===== src/rtl/pipeline_flow_ctrl_if.sv =====
// Handshake bundle between the hazard/stall sources and the pipeline flow controller.
// Master drives the requests; slave (the controller) returns the enables, clears and status.
interface pipeline_flow_ctrl_if #(
  parameter int NR = 4
);
  logic          load_hazard_i;
  logic          branch_taken_i;
  logic          stall_req_i;
  logic          flush_req_i;
  logic          timeout_clr_i;
  logic          pc_en_o;
  logic [NR-1:0] reg_en_o;
  logic [NR-1:0] reg_clr_o;
  logic [NR-1:0] valid_o;
  logic          timeout_o;
  logic [31:0]   bubble_cnt_o;

  modport master (
    output load_hazard_i, branch_taken_i, stall_req_i, flush_req_i, timeout_clr_i,
    input  pc_en_o, reg_en_o, reg_clr_o, valid_o, timeout_o, bubble_cnt_o
  );

  modport slave (
    input  load_hazard_i, branch_taken_i, stall_req_i, flush_req_i, timeout_clr_i,
    output pc_en_o, reg_en_o, reg_clr_o, valid_o, timeout_o, bubble_cnt_o
  );
endinterface


===== src/rtl/pipeline_flow_ctrl.sv =====
// Pipeline flow controller: turns flush/stall/branch/load-use requests into per-register
// enables and clears, tracks valid bits, times out long external stalls and counts bubbles.
module pipeline_flow_ctrl #(
  parameter int NUM_STAGES       = 5,
  parameter int BRANCH_RES_STAGE = 3,
  parameter int LOAD_USE_BUBBLES = 1,
  parameter int STALL_TIMEOUT    = 255
) (
  input  logic                  clk,
  input  logic                  reset_n,
  pipeline_flow_ctrl_if.slave   bus
);
  localparam int NR = NUM_STAGES - 1;

  localparam logic [0:0] ST_RUN = 1'b0;
  localparam logic [0:0] ST_LU  = 1'b1;

  logic [0:0]    state_q, state_d;
  logic [2:0]    lu_cnt_q, lu_cnt_d;
  logic [15:0]   stall_cnt_q, stall_cnt_d;
  logic          timeout_q, timeout_d;
  logic [31:0]   bubble_cnt_q, bubble_cnt_d;
  logic [NR-1:0] valid_q, valid_d;
  logic          pc_en_prev_q;

  logic          flush_ev, stall_ev, branch_ev, lu_ev;
  logic          pc_en;
  logic [NR-1:0] reg_en, reg_clr;
  logic [NR-1:0] br_mask;
  logic          timeout_set;

  genvar gi;
  generate
    for (gi = 0; gi < NR; gi++) begin : g_br_mask
      assign br_mask[gi] = (gi < BRANCH_RES_STAGE);
    end
  endgenerate

  // Strict priority: flush > external stall > taken branch > load-use bubble.
  assign flush_ev  = bus.flush_req_i;
  assign stall_ev  = !flush_ev && bus.stall_req_i;
  assign branch_ev = !flush_ev && !stall_ev && bus.branch_taken_i;
  assign lu_ev     = !flush_ev && !stall_ev && !branch_ev &&
                     ((state_q == ST_LU) || bus.load_hazard_i);

  always_comb begin
    pc_en    = 1'b1;
    reg_en   = '1;
    reg_clr  = '0;
    state_d  = state_q;
    lu_cnt_d = lu_cnt_q;
    if (flush_ev) begin
      reg_clr  = '1;
      state_d  = ST_RUN;
      lu_cnt_d = '0;
    end else if (stall_ev) begin
      pc_en  = 1'b0;
      reg_en = '0;
    end else if (branch_ev) begin
      reg_clr  = br_mask;
      state_d  = ST_RUN;
      lu_cnt_d = '0;
    end else if (lu_ev) begin
      pc_en      = 1'b0;
      reg_en[0]  = 1'b0;
      reg_clr[1] = 1'b1;
      if (state_q == ST_LU) begin
        if (lu_cnt_q == 3'd1) begin
          state_d  = ST_RUN;
          lu_cnt_d = '0;
        end else begin
          lu_cnt_d = lu_cnt_q - 3'd1;
        end
      end else if (LOAD_USE_BUBBLES > 1) begin
        // Detection cycle already counts as the first bubble.
        state_d  = ST_LU;
        lu_cnt_d = 3'(LOAD_USE_BUBBLES - 1);
      end
    end
  end

  always_comb begin
    stall_cnt_d = '0;
    if (stall_ev) begin
      stall_cnt_d = (stall_cnt_q == 16'(STALL_TIMEOUT)) ? stall_cnt_q : stall_cnt_q + 16'd1;
    end
  end

  assign timeout_set  = stall_ev && (stall_cnt_d == 16'(STALL_TIMEOUT));
  assign timeout_d    = timeout_set || (timeout_q && !bus.timeout_clr_i);
  assign bubble_cnt_d = bubble_cnt_q + ((!pc_en || (|reg_clr)) ? 32'd1 : 32'd0);

  generate
    for (gi = 0; gi < NR; gi++) begin : g_valid
      logic src;
      if (gi == 0) begin : g_src_pc
        assign src = pc_en_prev_q;
      end else begin : g_src_reg
        assign src = valid_q[gi-1];
      end
      assign valid_d[gi] = reg_clr[gi] ? 1'b0 : (reg_en[gi] ? src : valid_q[gi]);
    end
  endgenerate

  // The PC is enabled while reset is held, so the first fetched slot counts as valid.
  always_ff @(posedge clk or negedge reset_n) begin
    if (!reset_n) begin
      state_q      <= ST_RUN;
      lu_cnt_q     <= '0;
      stall_cnt_q  <= '0;
      timeout_q    <= 1'b0;
      bubble_cnt_q <= '0;
      valid_q      <= '0;
      pc_en_prev_q <= 1'b1;
    end else begin
      state_q      <= state_d;
      lu_cnt_q     <= lu_cnt_d;
      stall_cnt_q  <= stall_cnt_d;
      timeout_q    <= timeout_d;
      bubble_cnt_q <= bubble_cnt_d;
      valid_q      <= valid_d;
      pc_en_prev_q <= pc_en;
    end
  end

  assign bus.pc_en_o      = pc_en;
  assign bus.reg_en_o     = reg_en;
  assign bus.reg_clr_o    = reg_clr;
  assign bus.valid_o      = valid_q;
  assign bus.timeout_o    = timeout_q;
  assign bus.bubble_cnt_o = bubble_cnt_q;
endmodule


===== src/flat_wrapper.sv =====
// flat-port wrapper written by rule: the top's interface ports become plain ports
module pipeline_flow_ctrl_flat 
#(
  parameter int NUM_STAGES       = 5,
  parameter int BRANCH_RES_STAGE = 3,
  parameter int LOAD_USE_BUBBLES = 1,
  parameter int STALL_TIMEOUT    = 255
)
  (clk, reset_n, bus_load_hazard_i, bus_branch_taken_i, bus_stall_req_i, bus_flush_req_i, bus_timeout_clr_i, bus_pc_en_o, bus_reg_en_o, bus_reg_clr_o, bus_valid_o, bus_timeout_o, bus_bubble_cnt_o);
  pipeline_flow_ctrl_if #(.NR((4))) bus_i ();
  input  logic clk;
  input  logic reset_n;
  input wire logic [$bits(bus_i.load_hazard_i)-1:0] bus_load_hazard_i;
  input wire logic [$bits(bus_i.branch_taken_i)-1:0] bus_branch_taken_i;
  input wire logic [$bits(bus_i.stall_req_i)-1:0] bus_stall_req_i;
  input wire logic [$bits(bus_i.flush_req_i)-1:0] bus_flush_req_i;
  input wire logic [$bits(bus_i.timeout_clr_i)-1:0] bus_timeout_clr_i;
  output wire logic [$bits(bus_i.pc_en_o)-1:0] bus_pc_en_o;
  output wire logic [$bits(bus_i.reg_en_o)-1:0] bus_reg_en_o;
  output wire logic [$bits(bus_i.reg_clr_o)-1:0] bus_reg_clr_o;
  output wire logic [$bits(bus_i.valid_o)-1:0] bus_valid_o;
  output wire logic [$bits(bus_i.timeout_o)-1:0] bus_timeout_o;
  output wire logic [$bits(bus_i.bubble_cnt_o)-1:0] bus_bubble_cnt_o;
  assign bus_i.load_hazard_i = bus_load_hazard_i;
  assign bus_i.branch_taken_i = bus_branch_taken_i;
  assign bus_i.stall_req_i = bus_stall_req_i;
  assign bus_i.flush_req_i = bus_flush_req_i;
  assign bus_i.timeout_clr_i = bus_timeout_clr_i;
  assign bus_pc_en_o = bus_i.pc_en_o;
  assign bus_reg_en_o = bus_i.reg_en_o;
  assign bus_reg_clr_o = bus_i.reg_clr_o;
  assign bus_valid_o = bus_i.valid_o;
  assign bus_timeout_o = bus_i.timeout_o;
  assign bus_bubble_cnt_o = bus_i.bubble_cnt_o;
  pipeline_flow_ctrl #(.NUM_STAGES(NUM_STAGES), .BRANCH_RES_STAGE(BRANCH_RES_STAGE), .LOAD_USE_BUBBLES(LOAD_USE_BUBBLES), .STALL_TIMEOUT(STALL_TIMEOUT)) u_core (.clk(clk), .reset_n(reset_n), .bus(bus_i));
endmodule

===== config.mk =====
export PLATFORM = sky130hd
export DESIGN_NAME = pipeline_flow_ctrl_flat
export DESIGN_NICKNAME = d
export VERILOG_FILES = /design/src/rtl/pipeline_flow_ctrl_if.sv /design/src/rtl/pipeline_flow_ctrl.sv /design/src/flat_wrapper.sv
export SDC_FILE = /design/constraint.sdc
export NUM_CORES = 1
export LEC_CHECK = 0
export CAP_MARGIN = 20
export CORE_ASPECT_RATIO = 1.1
export CORE_MARGIN = 2
export CORE_UTILIZATION = 56
export CTS_CLUSTER_SIZE = 12
export DETAILED_ROUTE_END_ITERATION = 12
export PLACE_DENSITY = 0.88
export SLEW_MARGIN = 20
export SYNTH_ARGS = -nofsm -noshare
export SYNTH_HDL_FRONTEND = slang
export SYNTH_SLANG_ARGS = --single-unit

===== constraint.sdc =====
create_clock -name clk -period 3.55 [get_ports clk]
set_clock_uncertainty 0.05 [all_clocks]
set_input_delay 0.355 -clock clk [delete_from_list [all_inputs] [get_ports clk]]
set_output_delay 0.355 -clock clk [all_outputs]
set_load 0.02 [all_outputs]

==> out/results.ini, run 1 <==
[pwr]
irDropWorstVdd_mv=0.470
p_leak_nw=1.61
p_per_area_nw_per_um2=448
power.total_mw=1.58

[layout]
drive_gt1_frac=0.0951
final_nets=336
final.fill_count=364
area_growth_pct=23.9
antenna_cells=0

[floorplanning]
pin_count=53
die_x_um=72.0
die_h_um=78.8
dieArea_um2=5680
num_rows=27
initial_core_util=0.574
core_um2=4970

[clocking]
cts_sinks=58
cts_resized=0
clkTransAtPathRegs_ns=0.06
htree_levels=3
cts_buffers=9
clockBufferDepth=2
clkLatencyLatePin_ns=0.33
post-cts-setup-buffers=0
holdBufCountCts=0
clockRootBuffer=clkbuf_8
cts_tree=built

[timing]
hold_viol=0
worst_pin_slew_ns=0.850
rsz0062_at_grt=no
max_freq_mhz=368
layout_setup_ws_ns=0.835
fin_crit_sh=0.765
finalSetupViolations=0
slew_violations=0
slew-limit-headroom=0.433
period_minus_slack_ns=2.72
fin_tns_setup_ns=0

[flow_run]
drv_cap=0

[logic_synthesis]
synth_ff_type=dfrtp_1
synth_edf_count=0
synthesis.area_um2=2850
synthArstFlopShare=1.00
synthTopCellsByArea=dfrtp_1, xnor2_1, xor2_1, nor2_1, nand2_1
syn_nets=281
syn_avg_cell_area_um2=10.6
yosysSeqAreaShare=0.509
synth_seq_cells=58
synth_top_area_frac=0.500
postSynthCellCount=269
synth_warnings=0
synth_area_leader_cell=dfrtp_1
ys_types=39

[route]
ant_nets=0
initialDrtViolationCount=128
drtPass1Iterations=4
vias=2100
wl_mm=5.64
route.detailed.drc=0
viasPerCell=5.47
wl_per_cell_um=14.7

[global_routing]
antenna_found_initial=0
grt-ovfl-total=0
grt_usage=0.218
first_global_vias=2073
grt_pass1_wl_mm=9.51
grt_max_degree=41

[setup_path]
ff2ff_setup_slack_ns=1.17
slowest_stage=clkdlybuf4s50_1
r2r_cells=7
crit_fanout=10
worstPathArrival_ns=2.31
crit_start=bus_stall_req_i
rr_startpoint=u_core.stall_cnt_q[0]
path_class=in -> out
setup.worst_path.end=bus_reg_en_o[2]
required_ns=3.14
cpPeakStageDelay_ns=0.64
setup.worst_path.start_class=input pin
r2r_end=u_core.bus.timeout_o
end_kind=output port
path_cells=clkdlybuf4s50_1 > inv_1 > nor2_1 > inv_1 > clkdlybuf4s50_1

[placement]
hpwl_mm=4.09
dpl_worst_slack_ns=0.720
gp_congestion=0.857
port_buffers=52

[status]
outcome=finished, final reports clean

[hold_path]
hold_class=in -> async

synth_stat cells (4+ instances only):
cell type   n
a31oi_1     4
and2_1      4
and3_1      8
buf_4       6
dfrtp_1    57
ha_1        5
inv_1      11
mux2i_1     4
nand2_1    23
nand3_1    11
nand4_1    12
nor2_1     35
o21ai_0     7
xnor2_1    26
xor2_1     16
report_power, final:
group | switching, mW | total (mW) | internal, mW
logic | 0.169 | 0.321 | 0.151
clock network | 0.231 | 0.472 | 0.241
registers | 0.0742 | 0.790 | 0.716
cell type report:
class / count / area, µm² / area share
clock inverter: 1 / 5.00 / 0.00142
multi-input combinational: 190 / 1300 / 0.367
timing repair buffer: 54 / 531 / 0.150
tap: 58 / 72.6 / 0.0205
sequential: 58 / 1450 / 0.411
inverter: 11 / 41.3 / 0.0117
clock buffer: 12 / 135 / 0.0382
critical path, delay by kind of cell:
family / cells / cell delay, ns
and+or+nand+nor: 1 / 0.46
buffers and inverters: 4 / 1.50
worst min-delay path by stage:
stage | endpoint | slack (ns)
2_1_floorplan | u_core.bus.bubble_cnt_o[0] | 0.009
3_3_place_gp | u_core.lu_cnt_q[1] | 0.41
3_5_place_dp | u_core.lu_cnt_q[1] | 0.42
4_1_cts | u_core.bus.valid_o[3] | 0.11
5_1_grt | u_core.bus.timeout_o | 0.17
6_report | u_core.bus.valid_o[3] | 0.08
layout by cell type, fill, tap and decap left out, drive strengths merged, types with 2 or more instances in the layout:
master / netlist / final
inv: 11 / 11
nor4: 6 / 6
and3: 10 / 10
nor2: 37 / 37
a31oi: 4 / 4
clkdlybuf4s50: 0 / 51
xor2: 16 / 16
o21ai: 7 / 7
o21bai: 2 / 2
nor3: 4 / 4
nand3: 13 / 13
buf: 7 / 3
mux2i: 4 / 4
a21o: 2 / 2
nand2: 23 / 23
o31ai: 2 / 2
clkbuf: 3 / 12
nand4: 15 / 15
ha: 5 / 5
xnor2: 26 / 26
and2: 4 / 4
dfrtp: 57 / 57
a21oi: 3 / 3
metrics by stage:
stage                     hold WS (ns)  instance area (µm²)   util  instances
after detailed placement         0.417                 3390  0.683        371
final                           0.0835                 3530  0.712        384
after CTS                        0.111                 3530  0.712        384
after global placement           0.412                 3390  0.683        371
after floorplan                0.00941                 2850      -        269
after global routing             0.168                 3530  0.712        384
cells by family after synthesis:
kind of cell / Yosys count / synth area share
mux: 5 / 0.0180
simple gates: 115 / 0.233
compound gates: 23 / 0.0531
xor+xnor: 42 / 0.129
flops: 58 / 0.509
buf+inv: 21 / 0.0360
fa+ha+maj: 5 / 0.0219
layer usage:
layer / GRT usage / share of wire
met5: 0 / 0
met4: 0.102 / 0.017
met3: 0.0482 / 0.032
met2: 0.356 / 0.52
met1: 0.277 / 0.43
state kept, by name, summed over array words and instances, names as in the netlist:
name,flops
u_core.stall_cnt_q,16
u_core.bus.bubble_cnt_o,32
u_core.bus.valid_o,4
u_core.state_q,1
u_core.lu_cnt_q,3
u_core.bus.timeout_o,1
u_core.g_valid.src,1
(Power assumes the default switching activity.)
==> run 2: changes to the inputs <==
--- a/config.mk
+++ b/config.mk
@@ -8,10 +8,10 @@
 export CAP_MARGIN = 20
 export CORE_ASPECT_RATIO = 1.1
 export CORE_MARGIN = 2
-export CORE_UTILIZATION = 56
+export CORE_UTILIZATION = 52
 export CTS_CLUSTER_SIZE = 12
 export DETAILED_ROUTE_END_ITERATION = 12
-export PLACE_DENSITY = 0.88
+export PLACE_DENSITY = 0.83
 export SLEW_MARGIN = 20
 export SYNTH_ARGS = -nofsm -noshare
 export SYNTH_HDL_FRONTEND = slang
==> constraint.sdc (replaced) <==
create_clock -name clk -period 2.8 [get_ports clk]
set_clock_uncertainty 0.05 [all_clocks]
set_input_delay 0.28 -clock clk [delete_from_list [all_inputs] [get_ports clk]]
set_output_delay 0.28 -clock clk [all_outputs]
set_load 0.02 [all_outputs]
==> run 2 against run 1 <==
Setup slack got worse by 0.39 ns. Clock-buffer cell count grew 3. Final area grew 2.5%. Combinational power increased by 28%. Critical endpoint is now u_core.bus.timeout_o.
==> out/results.ini, run 2 (synthesized netlist as in run 1, its figures left out) <==
[status]
outcome=finished, final reports clean

[setup_path]
setup.worst_path.start_class=register
cp_top_family=simple AND/OR/NAND/NOR gates
slowest_stage=dfrtp_1
path_cells=ha_1 > nand2_1 > nor4_1 > xor2_1 > o31ai_1 > nand4b_1 > o41ai_2
required_ns=2.98
end_kind=register
path_class=reg -> reg
cpPeakStageDelay_ns=0.44
crit_fanout=6
worstPathArrival_ns=2.53
crit_buf_inv=0

[layout]
area_growth_pct=27.1
layout_commonest_cell=dfrtp_1
drive_gt1_frac=0.110
largest_register_ffs=32
multi_input_area_um2=1300
final.fill_count=422
antenna_cells=0
final_nets=342
final_cell_mix=dfrtp_1, clkdlybuf4s50_1, nor2_1
regArea_um2=1450

[floorplanning]
core_um2=5330
num_rows=28
die_x_um=74.6
initial_core_util=0.535
pin_count=53
dieArea_um2=6090
die_h_um=81.7

[route]
initialDrtViolationCount=72
ant_nets=0
vias=2096
wl_mm=5.55
drtPass1Iterations=4
wl_per_cell_um=13.5
route.detailed.drc=0
viasPerCell=5.11

[clocking]
cts_buffers=9
cts_sinks=58
cts_tree=built
clkLatencyLatePin_ns=0.33
htree_levels=3
clockBufferDepth=2
clockRootBuffer=clkbuf_8
clkTransAtPathRegs_ns=0.06

[placement]
gp_congestion=0.824
hpwl_mm=4.08
port_buffers=52

[timing]
worst_pin_slew_ns=0.471
slew_violations=0
period_minus_slack_ns=2.35
finalSetupViolations=0
max_freq_mhz=425
timing.hold.ws_ns=0.377
rsz0062_at_grt=no
fin_crit_sh=0.840
hold_viol=0
fin_tns_setup_ns=0
slew-limit-headroom=0.686

[pwr]
irDropWorstVdd_mv=0.743
clkPwrFrac=0.313
p_per_area_nw_per_um2=568
power.share.sequential=0.487
p_leak_nw=1.65
p_comb_frac=0.199
switching_share=0.296
switching_power_uw=610
p_int_mw=1.45

[global_routing]
grt_max_degree=40
grt_usage=0.204
grt_pass1_wl_mm=9.27
antenna_found_initial=0
first_global_vias=2024
grt-ovfl-total=0

[hold_path]
hold_class=in -> async

[flow_run]
drv_cap=0

[run 2: cell types whose count changed in the layout (fill, tap and decap cells not counted), sizes merged]
| cell | previous run | this run |
|---|---|---|
| buf | 3 | 8 |
| dlygate4sd3 | 0 | 1 |
| clkbuf | 12 | 15 |
[run 2: per-stage QoR]
step	power [mW]	setup slack (ns)	cells	util	instance area, µm²
2_1_floorplan	1.23	0.738	269	-	2850
3_3_place_gp	1.41	0.349	393	0.648	3450
3_5_place_dp	1.42	0.292	393	0.648	3450
4_1_cts	2.08	0.457	410	0.680	3620
5_1_grt	2.16	0.295	410	0.680	3620
6_report	2.06	0.448	410	0.680	3620
[run 2: repair_timing]
| action | in CTS | in global routing |
|---|---|---|
| setup buffers | 0 | 0 |
| hold buffers | 1 | 0 |
| gates resized for setup | 0 | 0 |
| endpoints found under the hold margin | 19 | 0 |
| setup endpoints to repair | 0 | 0 |
[run 2: layout make-up]
| cell class | instances | area share |
|---|---|---|
| flip-flops and latches | 58 | 0.401 |
| multi-input cells | 190 | 0.358 |
| repair buffers | 60 | 0.160 |
| clock buffers | 15 | 0.0432 |
| well taps | 75 | 0.0259 |
| inverters | 11 | 0.0114 |
| clock inverters | 1 | 0.00138 |
[run 2: routing by layer]
layer  vias to the layer above  wire [µm]  GRT usage
li1                       1035          -          -
met1                      1019       2530      0.265
met2                        32       2740      0.313
met3                        10        154     0.0577
met4                         0        123      0.100
met5                         -          0          0
[run 2: final timing paths]
check	slack, ns	end	startpoint	cells after the start
setup reg to reg	0.45	u_core.bus.timeout_o	u_core.stall_cnt_q[0]	7
hold / removal	0.38	u_core.bus.bubble_cnt_o[7]	reset_n	2
min in group clk	0.44	u_core.lu_cnt_q[1]	u_core.lu_cnt_q[1]	2
max in group asynchronous	1.48	u_core.g_valid[0].src	reset_n	3
setup / recovery	0.45	u_core.bus.timeout_o	u_core.stall_cnt_q[0]	7
hold reg to reg	0.44	u_core.lu_cnt_q[1]	u_core.lu_cnt_q[1]	2
[run 2: power by group through the flow]
stage / clock [mW] / combinational (mW) / sequential (mW)
4_1_cts: 0.660 / 0.416 / 1.00
2_1_floorplan: 0 / 0.163 / 1.07
3_3_place_gp: 0 / 0.402 / 1.01
5_1_grt: 0.704 / 0.449 / 1.01
6_report: 0.644 / 0.410 / 1.00
3_5_place_dp: 0 / 0.413 / 1.01
==> run 3: changes to the inputs <==
--- a/config.mk
+++ b/config.mk
@@ -8,10 +8,10 @@
 export CAP_MARGIN = 20
 export CORE_ASPECT_RATIO = 1.1
 export CORE_MARGIN = 2
-export CORE_UTILIZATION = 52
+export CORE_UTILIZATION = 47
 export CTS_CLUSTER_SIZE = 12
 export DETAILED_ROUTE_END_ITERATION = 12
-export PLACE_DENSITY = 0.83
+export PLACE_DENSITY = 0.79
 export SLEW_MARGIN = 20
 export SYNTH_ARGS = -nofsm -noshare
 export SYNTH_HDL_FRONTEND = slang
==> constraint.sdc (replaced) <==
create_clock -name clk -period 2.1 [get_ports clk]
set_clock_uncertainty 0.05 [all_clocks]
set_input_delay 0.21 -clock clk [delete_from_list [all_inputs] [get_ports clk]]
set_output_delay 0.21 -clock clk [all_outputs]
set_load 0.02 [all_outputs]
==> run 3 against run 2 <==
Critical path depth shrank 1. Register-to-register slack lost 0.33 ns. Setup slack lost 0.38 ns. Hold slack worse by 0.076 ns. Largest cell class unchanged. Critical endpoint is now bus_reg_clr_o[2]. Sequential share of layout area shrank 3.1 points. First-iteration DRC count is 60% higher. Via count up 6.7%. Sequential power is 33% higher. Die area up 10%. Clock power up 79%.
==> out/results.ini, run 3 (synthesized netlist as in run 1, its figures left out) <==
[layout]
antenna_cells=0
final_nets=367
layout_commonest_cell=dfrtp_1
area_growth_pct=37.6
drive_gt1_frac=0.206
multi_input_area_um2=1340
regArea_um2=1450
largest_register_ffs=32
post-route-util=0.676
final_cell_mix=dfrtp_1, clkdlybuf4s50_1, nor2_1, buf_4, xnor2_1
final.fill_count=454

[global_routing]
top_usage_layer=met2
grt_usage=0.198
first_global_vias=2295
grt-ovfl-total=0
grt_pass1_wl_mm=10.4
met1_usage=0.253
antenna_found_initial=0
grt_max_degree=40
gr-usage-met3=0.0453
grtUsageMet2=0.328

[route]
wl_per_cell_um=14.2
initialDrtViolationCount=115
ant_nets=0
vias=2237
viasPerCell=5.12
drtPass1Iterations=4
wl_mm=6.21
route.detailed.drc=0

[floorplanning]
core_um2=5810
dieArea_um2=6710
die_x_um=78.3
pin_count=53
num_rows=29
initial_core_util=0.491
die_h_um=85.7

[timing]
worst_pin_slew_ns=0.486
period_minus_slack_ns=2.03
layout_setup_ws_ns=0.0656
slew_violations=0
fin_crit_sh=0.969
rsz0062_at_grt=yes
slew-limit-headroom=0.676
max_freq_mhz=492
hold_viol=0
finalSetupViolations=0

[flow_run]
drv_cap=0

[setup_path]
cpPeakStageDelay_ns=0.54
crit_fanout=7
worstPathArrival_ns=1.77
path_cells=clkdlybuf4s50_1 > buf_4 > inv_1 > buf_4 > a21o_1 > clkdlybuf4s50_1
slowest_stage=clkdlybuf4s50_1
required_ns=1.84
end_kind=output port
path_class=in -> out
setup.worst_path.start_class=input pin

[clocking]
cts_tree=built
clkTransAtPathRegs_ns=0.07
cts_buffers=9
clkLatencyLatePin_ns=0.35
cts_sinks=58
htree_levels=3
clockBufferDepth=2
clockRootBuffer=clkbuf_8

[hold_path]
hold_class=in -> async

[placement]
hpwl_mm=4.42
port_buffers=52
gp_congestion=0.828
dpl_worst_slack_ns=-0.257

[pwr]
p_per_area_nw_per_um2=783
p_leak_nw=1.82
irDropWorstVdd_mv=0.831

[status]
outcome=finished, final reports clean

[run 3: cell count changes in the layout (fill, tap and decap cells not counted), moves of 2 or more]
cell,delta
bufinv_16,+2
nor2_2,+4
nor2_1,-4
nor4_1,-2
buf_4,+24
dlymetal6s2s_1,+2
clkbuf_1,-4
clkdlybuf4s50_1,-5
dlygate4sd2_1,+3
[run 3: power breakdown]
part           internal (mW)  switching, mW
Clock                  0.696          0.450
Sequential              1.21          0.124
Combinational          0.292          0.302
Total                   2.20          0.877
[run 3: area by class of cell]
class                   count  share of cell area
multi-input cells         190               0.340
repair buffers             85               0.199
inverters                  11              0.0105
flip-flops and latches     58               0.370
clock buffers              11              0.0360
well taps                  77              0.0245
clock inverters             5              0.0198
[run 3: path summary, 6_finish.rpt]
check,endpoint,startpoint,depth (start not counted),slack [ns]
setup / recovery,bus_reg_clr_o[2],bus_stall_req_i,6,0.07
hold / removal,u_core.bus.bubble_cnt_o[23],reset_n,2,0.30
setup reg to reg,u_core.bus.timeout_o,u_core.stall_cnt_q[4],7,0.12
hold reg to reg,u_core.bus.bubble_cnt_o[31],u_core.bus.bubble_cnt_o[31],1,0.43
max in group asynchronous,u_core.stall_cnt_q[0],reset_n,3,1.13
min in group clk,u_core.bus.timeout_o,bus_timeout_clr_i,3,0.43
[run 3: critical path: cells and delay by family]
kind | cells | cell delay, ns
AO/OA/AOI/OAI | 1 | 0.20
buffers and inverters | 5 | 1.35
[run 3: timing repair]
item | in CTS | in global routing
gates resized for setup | 3 | 11
endpoints found under the setup margin | 3 | 15
buffers inserted | 0 | 1
pin swaps | 0 | 2
hold buffers | 1 | 0
endpoints found under the hold margin | 18 | 0
[run 3: stage by stage]
| step | instance area, µm² | hold slack, ns | setup TNS, ns | power [mW] | cells |
|---|---|---|---|---|---|
| 2_1_floorplan | 2850 | -0.136 | 0 | 1.64 | 269 |
| 3_3_place_gp | 3650 | 0.149 | -1.17 | 1.93 | 419 |
| 3_5_place_dp | 3650 | 0.150 | -2.34 | 1.94 | 419 |
| 4_1_cts | 3870 | 0.319 | 0 | 3.10 | 436 |
| 5_1_grt | 3930 | 0.358 | -0.0531 | 3.21 | 437 |
| 6_report | 3930 | 0.301 | 0 | 3.07 | 437 |
[run 3: metal layers]
metal,routed length [µm],share of wire,vias up
met4,103,0.017,0
met1,2750,0.44,1109
li1,-,-,1085
met2,3170,0.51,35
met3,182,0.029,8
met5,0,0,-
